## src/rtl/cis_pkg.sv

```systemverilog
// Shared sizing, state encoding and helpers for the CIS correlated-double-sampling accumulator.
package cis_pkg;

    localparam int ADC_WIDTH_DEFAULT = 16;
    localparam int ACC_WIDTH_DEFAULT = 32;
    localparam int SKIP_WIDTH        = 10;
    localparam int COUNT_WIDTH       = 11;
    localparam int TAG_WIDTH         = 16;

    typedef enum logic [1:0] {
        IDLE,
        ARMED,
        WAIT_BASE,
        WAIT_SIG
    } cds_state_t;

    // A frame always carries one more pair than the repeat count says.
    function automatic logic [COUNT_WIDTH-1:0] pair_target(input logic [SKIP_WIDTH-1:0] skip);
        return COUNT_WIDTH'(skip) + COUNT_WIDTH'(1);
    endfunction

endpackage

```

## src/rtl/cis_edge_det.sv

```systemverilog
// Level-to-pulse converter: compares a level against its one-cycle-delayed registered copy.
module cis_edge_det (
    input  logic clk,
    input  logic reset,
    input  logic level,
    output logic rise,
    output logic fall
);

    logic level_q;

    always_ff @(posedge clk) begin
        if (reset) begin
            level_q <= 1'b0;
        end else begin
            level_q <= level;
        end
    end

    assign rise = level & ~level_q;
    assign fall = ~level & level_q;

endmodule

```

## src/rtl/cis_cds_accumulator.sv

```systemverilog
// Accumulates (signal - baseline) ADC pairs over a CIS frame and publishes the sum
// through a valid/ready result port with sticky overrun/sequence error flags.
module cis_cds_accumulator
    import cis_pkg::*;
#(
    parameter int ADC_WIDTH = ADC_WIDTH_DEFAULT,
    parameter int ACC_WIDTH = ACC_WIDTH_DEFAULT
) (
    input  logic                   clk,
    input  logic                   reset,
    input  logic                   integration,
    input  logic [SKIP_WIDTH-1:0]  skip_samples,
    input  logic                   strobe_base,
    input  logic                   strobe_sig,
    input  logic [ADC_WIDTH-1:0]   adc_data,
    output logic [ACC_WIDTH-1:0]   res_data,
    output logic [COUNT_WIDTH-1:0] res_count,
    output logic [TAG_WIDTH-1:0]   res_tag,
    output logic                   res_valid,
    input  logic                   res_ready,
    output logic                   err_overrun,
    output logic                   err_sequence
);

    cds_state_t             state;
    logic [ACC_WIDTH-1:0]   acc;
    logic [ADC_WIDTH-1:0]   baseline;
    logic [COUNT_WIDTH-1:0] pair_count;
    logic [COUNT_WIDTH-1:0] target_count;
    logic [TAG_WIDTH-1:0]   frame_tag;

    logic base_rise, base_fall;
    logic sig_rise, sig_fall;
    logic int_rise, int_fall;
    logic unused_falls;

    logic                   waiting;
    logic                   restart;
    logic                   collide;
    logic                   final_pair;
    logic [ACC_WIDTH-1:0]   sample_diff;
    logic [ACC_WIDTH-1:0]   acc_next;
    logic [COUNT_WIDTH-1:0] count_next;

    cis_edge_det u_base_edge (
        .clk   (clk),
        .reset (reset),
        .level (strobe_base),
        .rise  (base_rise),
        .fall  (base_fall)
    );

    cis_edge_det u_sig_edge (
        .clk   (clk),
        .reset (reset),
        .level (strobe_sig),
        .rise  (sig_rise),
        .fall  (sig_fall)
    );

    cis_edge_det u_int_edge (
        .clk   (clk),
        .reset (reset),
        .level (integration),
        .rise  (int_rise),
        .fall  (int_fall)
    );

    assign unused_falls = base_fall | sig_fall;

    // Both operands are zero-extended, so the wrapped difference is the sign-extended delta.
    assign sample_diff = ACC_WIDTH'(adc_data) - ACC_WIDTH'(baseline);
    assign acc_next    = acc + sample_diff;
    assign count_next  = pair_count + COUNT_WIDTH'(1);

    assign waiting    = (state == WAIT_BASE) || (state == WAIT_SIG);
    assign restart    = waiting && int_rise;
    assign collide    = waiting && !int_rise && base_rise && sig_rise;
    assign final_pair = (state == WAIT_SIG) && !int_rise && !base_rise && sig_rise
                        && (count_next >= target_count);

    always_ff @(posedge clk) begin
        if (reset) begin
            state        <= IDLE;
            acc          <= '0;
            baseline     <= '0;
            pair_count   <= '0;
            target_count <= '0;
            err_sequence <= 1'b0;
        end else if (restart) begin
            err_sequence <= 1'b1;
            acc          <= '0;
            pair_count   <= '0;
            state        <= ARMED;
        end else if (collide) begin
            err_sequence <= 1'b1;
            state        <= IDLE;
        end else begin
            case (state)
                IDLE: begin
                    if (int_rise) begin
                        acc        <= '0;
                        pair_count <= '0;
                        state      <= ARMED;
                    end
                end
                ARMED: begin
                    if (int_fall) begin
                        target_count <= pair_target(skip_samples);
                        state        <= WAIT_BASE;
                    end
                end
                WAIT_BASE: begin
                    if (base_rise) begin
                        baseline <= adc_data;
                        state    <= WAIT_SIG;
                    end
                end
                WAIT_SIG: begin
                    if (base_rise) begin
                        baseline <= adc_data;
                    end else if (sig_rise) begin
                        acc        <= acc_next;
                        pair_count <= count_next;
                        state      <= final_pair ? IDLE : WAIT_BASE;
                    end
                end
                default: state <= IDLE;
            endcase
        end
    end

    // A result that finds the port still occupied is dropped but still consumes a tag.
    always_ff @(posedge clk) begin
        if (reset) begin
            res_data    <= '0;
            res_count   <= '0;
            res_tag     <= '0;
            res_valid   <= 1'b0;
            frame_tag   <= '0;
            err_overrun <= 1'b0;
        end else if (final_pair) begin
            frame_tag <= frame_tag + TAG_WIDTH'(1);
            if (res_valid && !res_ready) begin
                err_overrun <= 1'b1;
            end else begin
                res_data  <= acc_next;
                res_count <= count_next;
                res_tag   <= frame_tag;
                res_valid <= 1'b1;
            end
        end else if (res_valid && res_ready) begin
            res_valid <= 1'b0;
        end
    end

endmodule
```

## config.mk

```make
export PLATFORM = sky130hd
export DESIGN_NAME = cis_cds_accumulator
export DESIGN_NICKNAME = d
export VERILOG_FILES = /design/src/rtl/cis_pkg.sv /design/src/rtl/cis_edge_det.sv /design/src/rtl/cis_cds_accumulator.sv
export SDC_FILE = /design/constraint.sdc
export NUM_CORES = 1
export LEC_CHECK = 0
export BUFFER_PORTS_ARGS = -buffer_cell sky130_fd_sc_hd__buf_4
export CAP_MARGIN = 20
export CORE_MARGIN = 5
export CORE_UTILIZATION = 64
export DETAILED_ROUTE_END_ITERATION = 10
export GPL_TIMING_DRIVEN = 1
export HOLD_SLACK_MARGIN = 0.02
export PLACE_DENSITY = 0.86
export SYNTH_ARGS = -nofsm -noshare
export SYNTH_HDL_FRONTEND = slang
export SYNTH_SLANG_ARGS = --single-unit
export TNS_END_PERCENT = 100
```

## constraint.sdc

```tcl
create_clock -name clk -period 10.4 [get_ports clk]
set_input_delay 0.52 -clock clk [delete_from_list [all_inputs] [get_ports clk]]
set_output_delay 0.52 -clock clk [all_outputs]
set_load 0.005 [all_outputs]
```

# Yosys cells after proc, flatten, opt, wreduce, memory -nomap -nowiden
# Index checks and enable logic that the tools add are counted.
[classes] add_sub_neg=5 n_lt_le_gt_ge=1 eq_ne=14 mux=22 bitwise=11 reduce_logical=29
[op_table] op="32-bit 2-to-1 mux" count=3
[op_table] op="32-bit case mux with 2 select lines" count=1
[op_table] op="11-bit 2-to-1 mux" count=3
[op_table] op="32-bit adder" count=1
[op_table] op="11-bit case mux with 2 select lines" count=1
[op_table] op="4-bit inequality test (second input constant)" count=5
[op_table] op="16-bit by 16-bit subtractor with 17-bit output" count=1
[op_table] op="16-bit by 1-bit adder with 16-bit output (second input constant)" count=1
[op_table] op="5-bit AND reduction" count=3
[op_table] op="2-bit 2-to-1 mux" count=6
[op_table] op="2-bit inequality test (second input constant)" count=6
[op_table] op="10-bit by 1-bit adder with 11-bit output (second input constant)" count=1
[op_table] op="11-bit by 1-bit adder with 11-bit output (second input constant)" count=1
[op_table] op="11-bit greater-or-equal comparator" count=1
[op_table] op="1-bit logical AND" count=10
[op_table] op="2-bit case mux with 4 select lines" count=1
[op_table] op="4-bit AND reduction" count=2
[op_table] op="1-bit 2-to-1 mux" count=7
[op_table] op="1-bit inverter" count=7
[op_table] op="2-bit AND reduction" count=3
[op_table] op="2-bit nonzero test" count=3
[op_table] op="1-bit bitwise AND" count=4
[op_table] op="2-bit == test (second input constant)" count=2
[op_table] op="2-bit OR reduction" count=2
[op_table] op="5 further kinds" count=7
[word_totals] ff_bits=153 in_bits=32 out_inout_bits=62 word_cells=98

# Longest topological paths before layout
# Gate-level depths: netlist of the first run.
[logic_depth] depth_word=13 mapped_depth=22 depth_no_buf=22

# By module
# Synthesis of the first run repeated with hierarchy kept, for this count alone.
[hier_totals] cells_unflattened=1075 hier_area_um2=8623.3
[by_module_without_submodules] module="cis_cds_accumulator" instances=1 cells_per_inst=1063 area_each_um2=8506.9 seq_area_each_um2=3002.9
[by_module_without_submodules] module="cis_edge_det" instances=3 cells_per_inst=4 area_each_um2=38.8 seq_area_each_um2=20.0

# Worst setup path after synthesis of the first run
# No wires, ideal clock.
[synth_timing] path_kind="input -> register" from="in adc_data[0]" to="reg res_data[31]" setup_ps=122 t_arrival_ps=4632 required_time_ps=10278 path_slack_ps=5646 cell_stages=21 n_path_buf=0 path_cell_list="inv_1 > ha_1 > fa_1 > nor2b_4 > o31ai_2 > a211oi_1 > o31a_1 > o21a_1 > nor2_1 > nand3_1 > a21oi_1 > ha_1 > a21o_1 > a21o_1 > a21oi_1 > o31ai_1 > a41oi_2 > o21a_1 > o21ai_0 > nor3_1 > nor3b_2"
[synth_via] elab_chain_cells=2
[synth_rtl] element="start, declared" line_no="cis_cds_accumulator.sv:15" rtl="input logic [ADC_WIDTH-1:0] adc_data,"
[synth_rtl] element="16-bit by 16-bit subtractor with 17-bit output" line_no="cis_cds_accumulator.sv:72" rtl="assign sample_diff = ACC_WIDTH'(adc_data) - ACC_WIDTH'(baseline);"
[synth_rtl] element="32-bit adder" line_no="cis_cds_accumulator.sv:73" rtl="assign acc_next = acc + sample_diff;"
[synth_rtl] element="end signal, assigned" line_no="cis_cds_accumulator.sv:147" rtl="res_data <= acc_next;"
[synth_rtl] element="end, declared" line_no="cis_cds_accumulator.sv:16" rtl="output logic [ACC_WIDTH-1:0] res_data,"
# Every way passes these cells.
# A chain may end at the register's enable or synchronous reset.

# Worst setup path after layout of the first run
[layout_timing] from="reg baseline[1]" to="reg res_data[30]"
[layout_via] elab_chain_cells=2
[layout_rtl] element="start, declared" line_no="cis_cds_accumulator.sv:27" rtl="logic [ADC_WIDTH-1:0] baseline;"
[layout_rtl] element="start signal, assigned" line_no="cis_cds_accumulator.sv:115" rtl="baseline <= adc_data;"
[layout_rtl] element="start signal, assigned" line_no="cis_cds_accumulator.sv:121" rtl="baseline <= adc_data;"
[layout_rtl] element="16-bit by 16-bit subtractor with 17-bit output" line_no="cis_cds_accumulator.sv:72"
[layout_rtl] element="32-bit adder" line_no="cis_cds_accumulator.sv:73"
# Every way passes these cells.

==> results of run 1 <==
[flip-flops by register name (all words and copies together) (netlist names), 2 cells and up]
register      count
frame_tag        16
state             2
res_count        11
target_count     11
res_data         32
acc              32
res_tag          16
pair_count       11
baseline         16
[worst register-to-register path, stage by stage, from the launching register on]
cell and delay (ns):
dfxtp_1 0.38, inv_1 0.06, ha_1 0.25, nor2b_1 0.12, o21ai_0 0.19, a21boi_1 0.15
o41ai_1 0.38, o21ai_0 0.25, o41ai_1 0.78, o21bai_1 0.17, a21oi_1 0.26, xnor2_1 0.10
ha_1 0.39, and2_1 0.20, and3_1 0.21, o2111ai_1 0.15, o21ba_2 0.26, o21ai_1 0.27
nand3_1 0.12, a21oi_1 0.30, nor4b_1 0.09, a311o_1 0.34
[through the flow]
| step | utilization [%] | hold WS, ns |
|---|---|---|
| 2_1_floorplan | - | 0.436 |
| 3_3_place_gp | 71.1 | 0.443 |
| 3_5_place_dp | 71.2 | 0.448 |
| 4_1_cts | 76.1 | 0.285 |
| 5_1_grt | 76.2 | 0.286 |
| 6_report | 76.2 | 0.294 |
[path summary, 6_finish.rpt]
check | endpoint | slack (ns) | cells after the start
worst max-delay path | res_data[30]$_SDFFE_PP0P_ | 4.87 | 21
worst min-delay path | target_count[0]$_SDFFE_PP0P_ | 0.29 | 2
worst min register to register | res_tag[9]$_SDFFE_PP0P_ | 0.45 | 2
worst max register to register | res_data[30]$_SDFFE_PP0P_ | 4.87 | 21
[placed cells by master, fill, tap and decap left out, types with 11 or more instances in the layout]
| cell | netlist | routed |
|---|---|---|
| dfxtp_1 | 153 | 153 |
| nand2_1 | 141 | 140 |
| nor2_1 | 131 | 130 |
| a21oi_1 | 107 | 107 |
| buf_4 | 0 | 99 |
| ha_1 | 69 | 69 |
| inv_1 | 49 | 49 |
| nand3_1 | 39 | 39 |
| xnor2_1 | 36 | 36 |
| o21ai_0 | 36 | 36 |
| xor2_1 | 24 | 24 |
| a22oi_1 | 23 | 23 |
| nor3_1 | 20 | 20 |
| mux2i_1 | 19 | 19 |
| a211oi_1 | 18 | 18 |
| a21o_1 | 17 | 17 |
| clkbuf_16 | 0 | 17 |
| and3_1 | 14 | 14 |
| nand2b_1 | 13 | 13 |
| nand4_1 | 13 | 13 |
| nor2b_1 | 11 | 11 |
[Yosys cell counts (19+ instances only)]
| library cell | instances | area [sq um] |
|---|---|---|
| nor2_1 | 131 | 492 |
| mux2i_1 | 19 | 190 |
| a21oi_1 | 107 | 536 |
| nand2_1 | 141 | 529 |
| clkbuf_1 | 36 | 135 |
| nor3_1 | 20 | 100 |
| xnor2_1 | 36 | 315 |
| ha_1 | 69 | 863 |
| nand3_1 | 39 | 195 |
| a22oi_1 | 23 | 173 |
| dfxtp_1 | 153 | 3060 |
| o21ai_0 | 36 | 180 |
| xor2_1 | 24 | 210 |
| inv_1 | 49 | 184 |
[layer usage]
layer  part of all wire, %  vias up  global-route usage (%)
met5                     0        -                       0
met4                   1.8        0                    8.45
met2                    49      212                    44.8
met3                   4.7       34                    5.25
met1                    44     3788                    33.8
li1                      -     3923                       -
[power by group through the flow]
stage / combinational, W / sequential (W) / clock, W
floorplan: 0.000219 / 0.000618 / 0
finish: 0.000313 / 0.000607 / 0.000681
global placement: 0.000293 / 0.000619 / 0
CTS: 0.000307 / 0.000607 / 0.000687
detailed placement: 0.000300 / 0.000620 / 0
global route: 0.000342 / 0.000608 / 0.000715
[cell type report]
class | instances | area [sq um] | share of cell area (%)
Multi-Input combinational cell | 834 | 5240 | 51.7
Tap cell | 176 | 220 | 2.17
Sequential cell | 153 | 3060 | 30.2
Clock buffer | 18 | 439 | 4.34
Clock inverter | 14 | 208 | 2.05
Inverter | 49 | 184 | 1.82
Timing Repair Buffer | 101 | 774 | 7.65
[kinds of logic after synthesis]
group | Yosys count | share of synthesized area, %
xor gates and xnor gates | 60 | 6.05
AOI/OAI and AO/OA | 263 | 19.3
buffers and inverters | 100 | 4.52
DFF | 153 | 35.3
muxes | 21 | 2.45
adders and majority gates | 71 | 10.4
and+or+nand+nor | 419 | 22.0
==> flow_summary.json, run 1 <==
{
  "outcome": "finished clean",
  "gp_congestion": 0.894,
  "fin_setup_tns_ns": 0,
  "grt_max_degree": 64,
  "postCtsSetupBuffers": 0,
  "cts_resized": 0,
  "p_leak_nw": 4.11,
  "worstHoldPathType": "in2reg",
  "max-slew-margin-rel_pct": 24.2,
  "drt_wl_total_microns": 21300,
  "wl_per_cell_microns": 15.9,
  "area_delta_synth_final_pct": 16.6,
  "cts_buffers": 17,
  "die_w_microns": 126,
  "drv_cap": 0,
  "finalPower_w": 0.00160,
  "p_int_w": 0.00112,
  "path_clk_slew_ns": 0.07,
  "period_share_pct": 53.1,
  "grt_pass1_vias": 7583,
  "worstSkewPairLatency_ns": 0.43,
  "ys_types": 65,
  "drc": 0,
  "synth_cells": 1087,
  "final_nets": 1259,
  "max-clock-path-buffers": 2,
  "grt_usage_pct": 26.4,
  "hold_viol": 0,
  "gr-total-overflow": 0,
  "io_buffers": 93,
  "start_kind": "flop",
  "ys_ff_latch": 153,
  "layout-drive-gt1-share_pct": 13.3,
  "fin_crit_ns": 5.53,
  "setup_viol": 0,
  "ioPinCount": 94,
  "worst_pin_slew_ns": 1.14,
  "power_frac_seq_pct": 37.9,
  "timing.final.ws_setup_ns": 4.87,
  "cp_slowest_stage_delay_ns": 0.78,
  "cts_tree": "yes",
  "dp_hpwl_microns": 14400,
  "cp_slowest_cell": "o41ai_1",
  "drtIter0Drc": 678,
  "cts-root-buf": "clkbuf_16",
  "avgViaCountPerCell": 5.92,
  "critPathCaptureType": "flop",
  "die_height_microns": 126,
  "ir_drop_uv": 110,
  "finClkSkew_ns": 0.00986,
  "diodes": 0,
  "dieArea_sq_um": 16000,
  "core_sq_um": 13300,
  "placed_cell_area_sq_um": 9470,
  "switchingPower_w": 0.000482,
  "worst-path-buf-inv": 1,
  "drv_slew": 0,
  "initial_core_util_pct": 65.3,
  "fillers": 1014,
  "critical_path_class": "reg2reg",
  "grt_antenna_before_repair": 0,
  "avgSynthCellArea_sq_um": 7.99,
  "hold_buffers": 0,
  "rows": 42,
  "h-tree-depth": 4,
  "fin_cells": 1345,
  "swShare_pct": 30.1,
  "ant_nets": 0,
  "clock.fmax_mhz": 181,
  "grt_pass1_wl_microns": 35700,
  "cp_data_arrival_time_ns": 5.84,
  "ys_seq_area_share_pct": 35.3,
  "rsz0062_at_grt": "false",
  "synth_ff_type": "dfxtp_1",
  "cts.sinks": 153,
  "critical_path.max_fanout": 6,
  "finalInstanceArea_sq_um": 10100,
  "pwr-share-comb_pct": 19.6,
  "syn-num-nets": 1190,
  "synth_edf_count": 0,
  "dr.pass1.iters": 6,
  "pre_cts_slack_ns": 4.93,
  "hp-start": "skip_samples[0]",
  "async_reset_ff_share_pct": 0,
  "synth_warnings": 0,
  "p_clk_share_pct": 42.5,
  "startpoint": "baseline[1]$_SDFFE_PP0P_",
  "critPathTopFamily": "compound AO/OA/AOI/OAI gates",
  "p_per_area_nw_per_um2": 158,
  "vias": 7957,
  "crit_required_ns": 10.72,
  "worstPathCellList": "inv_1 > ha_1 > nor2b_1 > o21ai_0 > a21boi_1 > o41ai_1 > o21ai_0 > o41ai_1 > o21bai_1 > a21oi_1 > xnor2_1 > ha_1 > and2_1 > and3_1 > o2111ai_1 > o21ba_2 > o21ai_1 > nand3_1 > a21oi_1 > nor4b_1 > a311o_1",
  "syn_area_sq_um": 8680,
  "dp_cells": 1312,
  "worstReg2RegStart": "baseline[1]$_SDFFE_PP0P_"
}
(Power assumes the default switching activity.)
==> run 2: changes to the inputs <==
--- a/config.mk
+++ b/config.mk
@@ -8,11 +8,11 @@
 export BUFFER_PORTS_ARGS = -buffer_cell sky130_fd_sc_hd__buf_4
 export CAP_MARGIN = 20
 export CORE_MARGIN = 5
-export CORE_UTILIZATION = 64
+export CORE_UTILIZATION = 54
 export DETAILED_ROUTE_END_ITERATION = 10
 export GPL_TIMING_DRIVEN = 1
 export HOLD_SLACK_MARGIN = 0.02
-export PLACE_DENSITY = 0.86
+export PLACE_DENSITY = 0.77
 export SYNTH_ARGS = -nofsm -noshare
 export SYNTH_HDL_FRONTEND = slang
 export SYNTH_SLANG_ARGS = --single-unit
==> constraint.sdc (replaced) <==
create_clock -name clk -period 4.7 [get_ports clk]
set_input_delay 0.235 -clock clk [delete_from_list [all_inputs] [get_ports clk]]
set_output_delay 0.235 -clock clk [all_outputs]
set_load 0.005 [all_outputs]
==> flow_summary.json, run 2 (same netlist as run 1, synthesis figures left out) <==
{
  "finish.utilization_pct": 65.4,
  "max-clock-path-buffers": 2,
  "timing.hold.ws_ns": 0.0483,
  "drtIter0Drc": 632,
  "seq_area_sq_um": 3060,
  "cp_slowest_stage_delay_ns": 0.35,
  "dr.pass1.iters": 6,
  "grt_max_degree": 67,
  "cts_tree": "yes",
  "rows": 46,
  "worst_pin_slew_ns": 1.17,
  "clock.fmax_mhz": 226,
  "vias": 7755,
  "p_leak_nw": 4.20,
  "critPathTopFamily": "compound AO/OA/AOI/OAI gates",
  "worstHoldPathType": "in2reg",
  "layout-drive-gt1-share_pct": 15.2,
  "h-tree-depth": 4,
  "top_regs": "acc x32, res_data x32",
  "use_met1_pct": 29.3,
  "drt_wl_total_microns": 20600,
  "startpoint": "baseline[1]$_SDFFE_PP0P_",
  "critical_path.max_fanout": 3,
  "worstReg2RegStart": "baseline[1]$_SDFFE_PP0P_",
  "diodes": 0,
  "grt_pass1_vias": 7411,
  "final_nets": 1278,
  "worstPathCellList": "inv_1 > ha_1 > nor2b_1 > o21ai_2 > a21boi_2 > o41ai_4 > o21ai_2 > o41ai_2 > buf_4 > o21bai_1 > a21oi_1 > xnor2_1 > ha_1 > a21o_1 > a2111oi_2 > o21ai_1 > o21ba_2 > o21ai_2 > nand3_1 > a21oi_1 > buf_4 > a311o_1",
  "cts-root-buf": "clkbuf_16",
  "die_height_microns": 137,
  "final_common_cell": "dfxtp_1",
  "period_share_pct": 94.0,
  "drv_cap": 0,
  "cts.sinks": 153,
  "grt_usage_pct": 22.2,
  "fin_setup_tns_ns": 0,
  "final_cell_mix": "153 x dfxtp_1, 140 x nand2_1, 130 x nor2_1",
  "rr_endpoint": "res_data[30]$_SDFFE_PP0P_",
  "ant_nets": 0,
  "worstSkewPairLatency_ns": 0.43,
  "fillers": 1376,
  "hold_viol": 0,
  "grt_antenna_before_repair": 0,
  "initial_core_util_pct": 54.9,
  "grt_pass1_wl_microns": 34200,
  "io_buffers": 93,
  "avgViaCountPerCell": 5.53,
  "gr-max-usage-layer": "met2",
  "p_per_area_nw_per_um2": 337,
  "worst-path-buf-inv": 3,
  "dieArea_sq_um": 18700,
  "dp_hpwl_microns": 14300,
  "wl_per_cell_microns": 14.7,
  "ir_drop_uv": 286,
  "start_kind": "flop",
  "fin_crit_ns": 4.42,
  "gp_congestion": 0.900,
  "endpoint": "res_data[30]$_SDFFE_PP0P_",
  "crit_required_ns": 5.01,
  "cp_slowest_cell": "o41ai_4",
  "use_met2_pct": 36.7,
  "globalRouteMet3Util_pct": 4.08,
  "setup_viol": 0,
  "rr_worst_depth": 22,
  "gr-total-overflow": 0,
  "finClkSkew_ns": 0.00688,
  "crit_cells": 22,
  "rrSetupSlack_ns": 0.28,
  "die_w_microns": 137,
  "ioPinCount": 94,
  "core_sq_um": 15800,
  "multi_input_area_sq_um": 5300,
  "drc": 0,
  "drv_slew": 0,
  "path_clk_slew_ns": 0.06,
  "cp_data_arrival_time_ns": 4.73,
  "area_delta_synth_final_pct": 19.1,
  "cts_buffers": 17,
  "outcome": "finished clean",
  "critical_path_class": "reg2reg",
  "critPathCaptureType": "flop",
  "timing.critical_path.mode_cell": "o21ai_2",
  "max-slew-margin-rel_pct": 22.3
}
[run 2: cell count changes in the layout (fill, tap and decap cells not counted), sizes merged]
cell	change
buf	+18
inv	-4
clkbuf	+1
clkinvlp	+1
dlygate4sd3	+1
[run 2: timing repair]
action	CTS	global route
endpoints found under the setup margin	6	25
hold buffers	1	0
endpoints found under the hold margin	1	0
setup buffers	0	1
cloned	0	0
gates resized for setup	1	14
pin swaps	0	5
[run 2: routing by layer]
metal	wire (microns)	up-vias	part of all wire (%)
met4	329	0	1.6
met1	9800	3583	48
met2	9530	178	46
met3	906	33	4.4
li1	-	3961	-
met5	0	-	0
[run 2: worst min path at each step]
stage | startpoint | slack [ns] | endpoint | cells after the start
floorplan | skip_samples[0] | 0.33 | target_count[0]$_SDFFE_PP0P_ | 1
detailed placement | res_data[27]$_SDFFE_PP0P_ | 0.45 | res_data[27]$_SDFFE_PP0P_ | 2
finish | integration | 0.05 | u_int_edge.level_q$_SDFF_PP0_ | 2
CTS | strobe_sig | 0.04 | u_sig_edge.level_q$_SDFF_PP0_ | 2
global route | strobe_base | 0.05 | u_base_edge.level_q$_SDFF_PP0_ | 2
global placement | res_data[17]$_SDFFE_PP0P_ | 0.44 | res_data[17]$_SDFFE_PP0P_ | 2
[run 2: report_power, final]
group	internal, W	switching, W	total (W)
Sequential	0.00132	0.0000182	0.00134
Combinational	0.000246	0.000450	0.000696
Clock	0.000898	0.000546	0.00144
Total	0.00247	0.00101	0.00348
[run 2: area by class of cell]
class                           instances  area share (%)
Clock buffer                           19            4.28
Clock inverter                         11            1.66
Inverter                               49            1.78
Multi-Input combinational cell        834            51.3
Sequential cell                       153            29.6
Tap cell                              216            2.61
Timing Repair Buffer                  120            8.81
[run 2: metrics by stage]
step / setup WS (ns) / std cells / power (W) / instance area (sq um)
2_1_floorplan: 0.192 / 1087 / 0.00185 / 8680
3_3_place_gp: 0.0973 / 1369 / 0.00203 / 9640
3_5_place_dp: 0.00221 / 1369 / 0.00204 / 9640
4_1_cts: 0.0299 / 1400 / 0.00348 / 10300
5_1_grt: -0.0156 / 1402 / 0.00363 / 10300
6_report: 0.284 / 1402 / 0.00348 / 10300
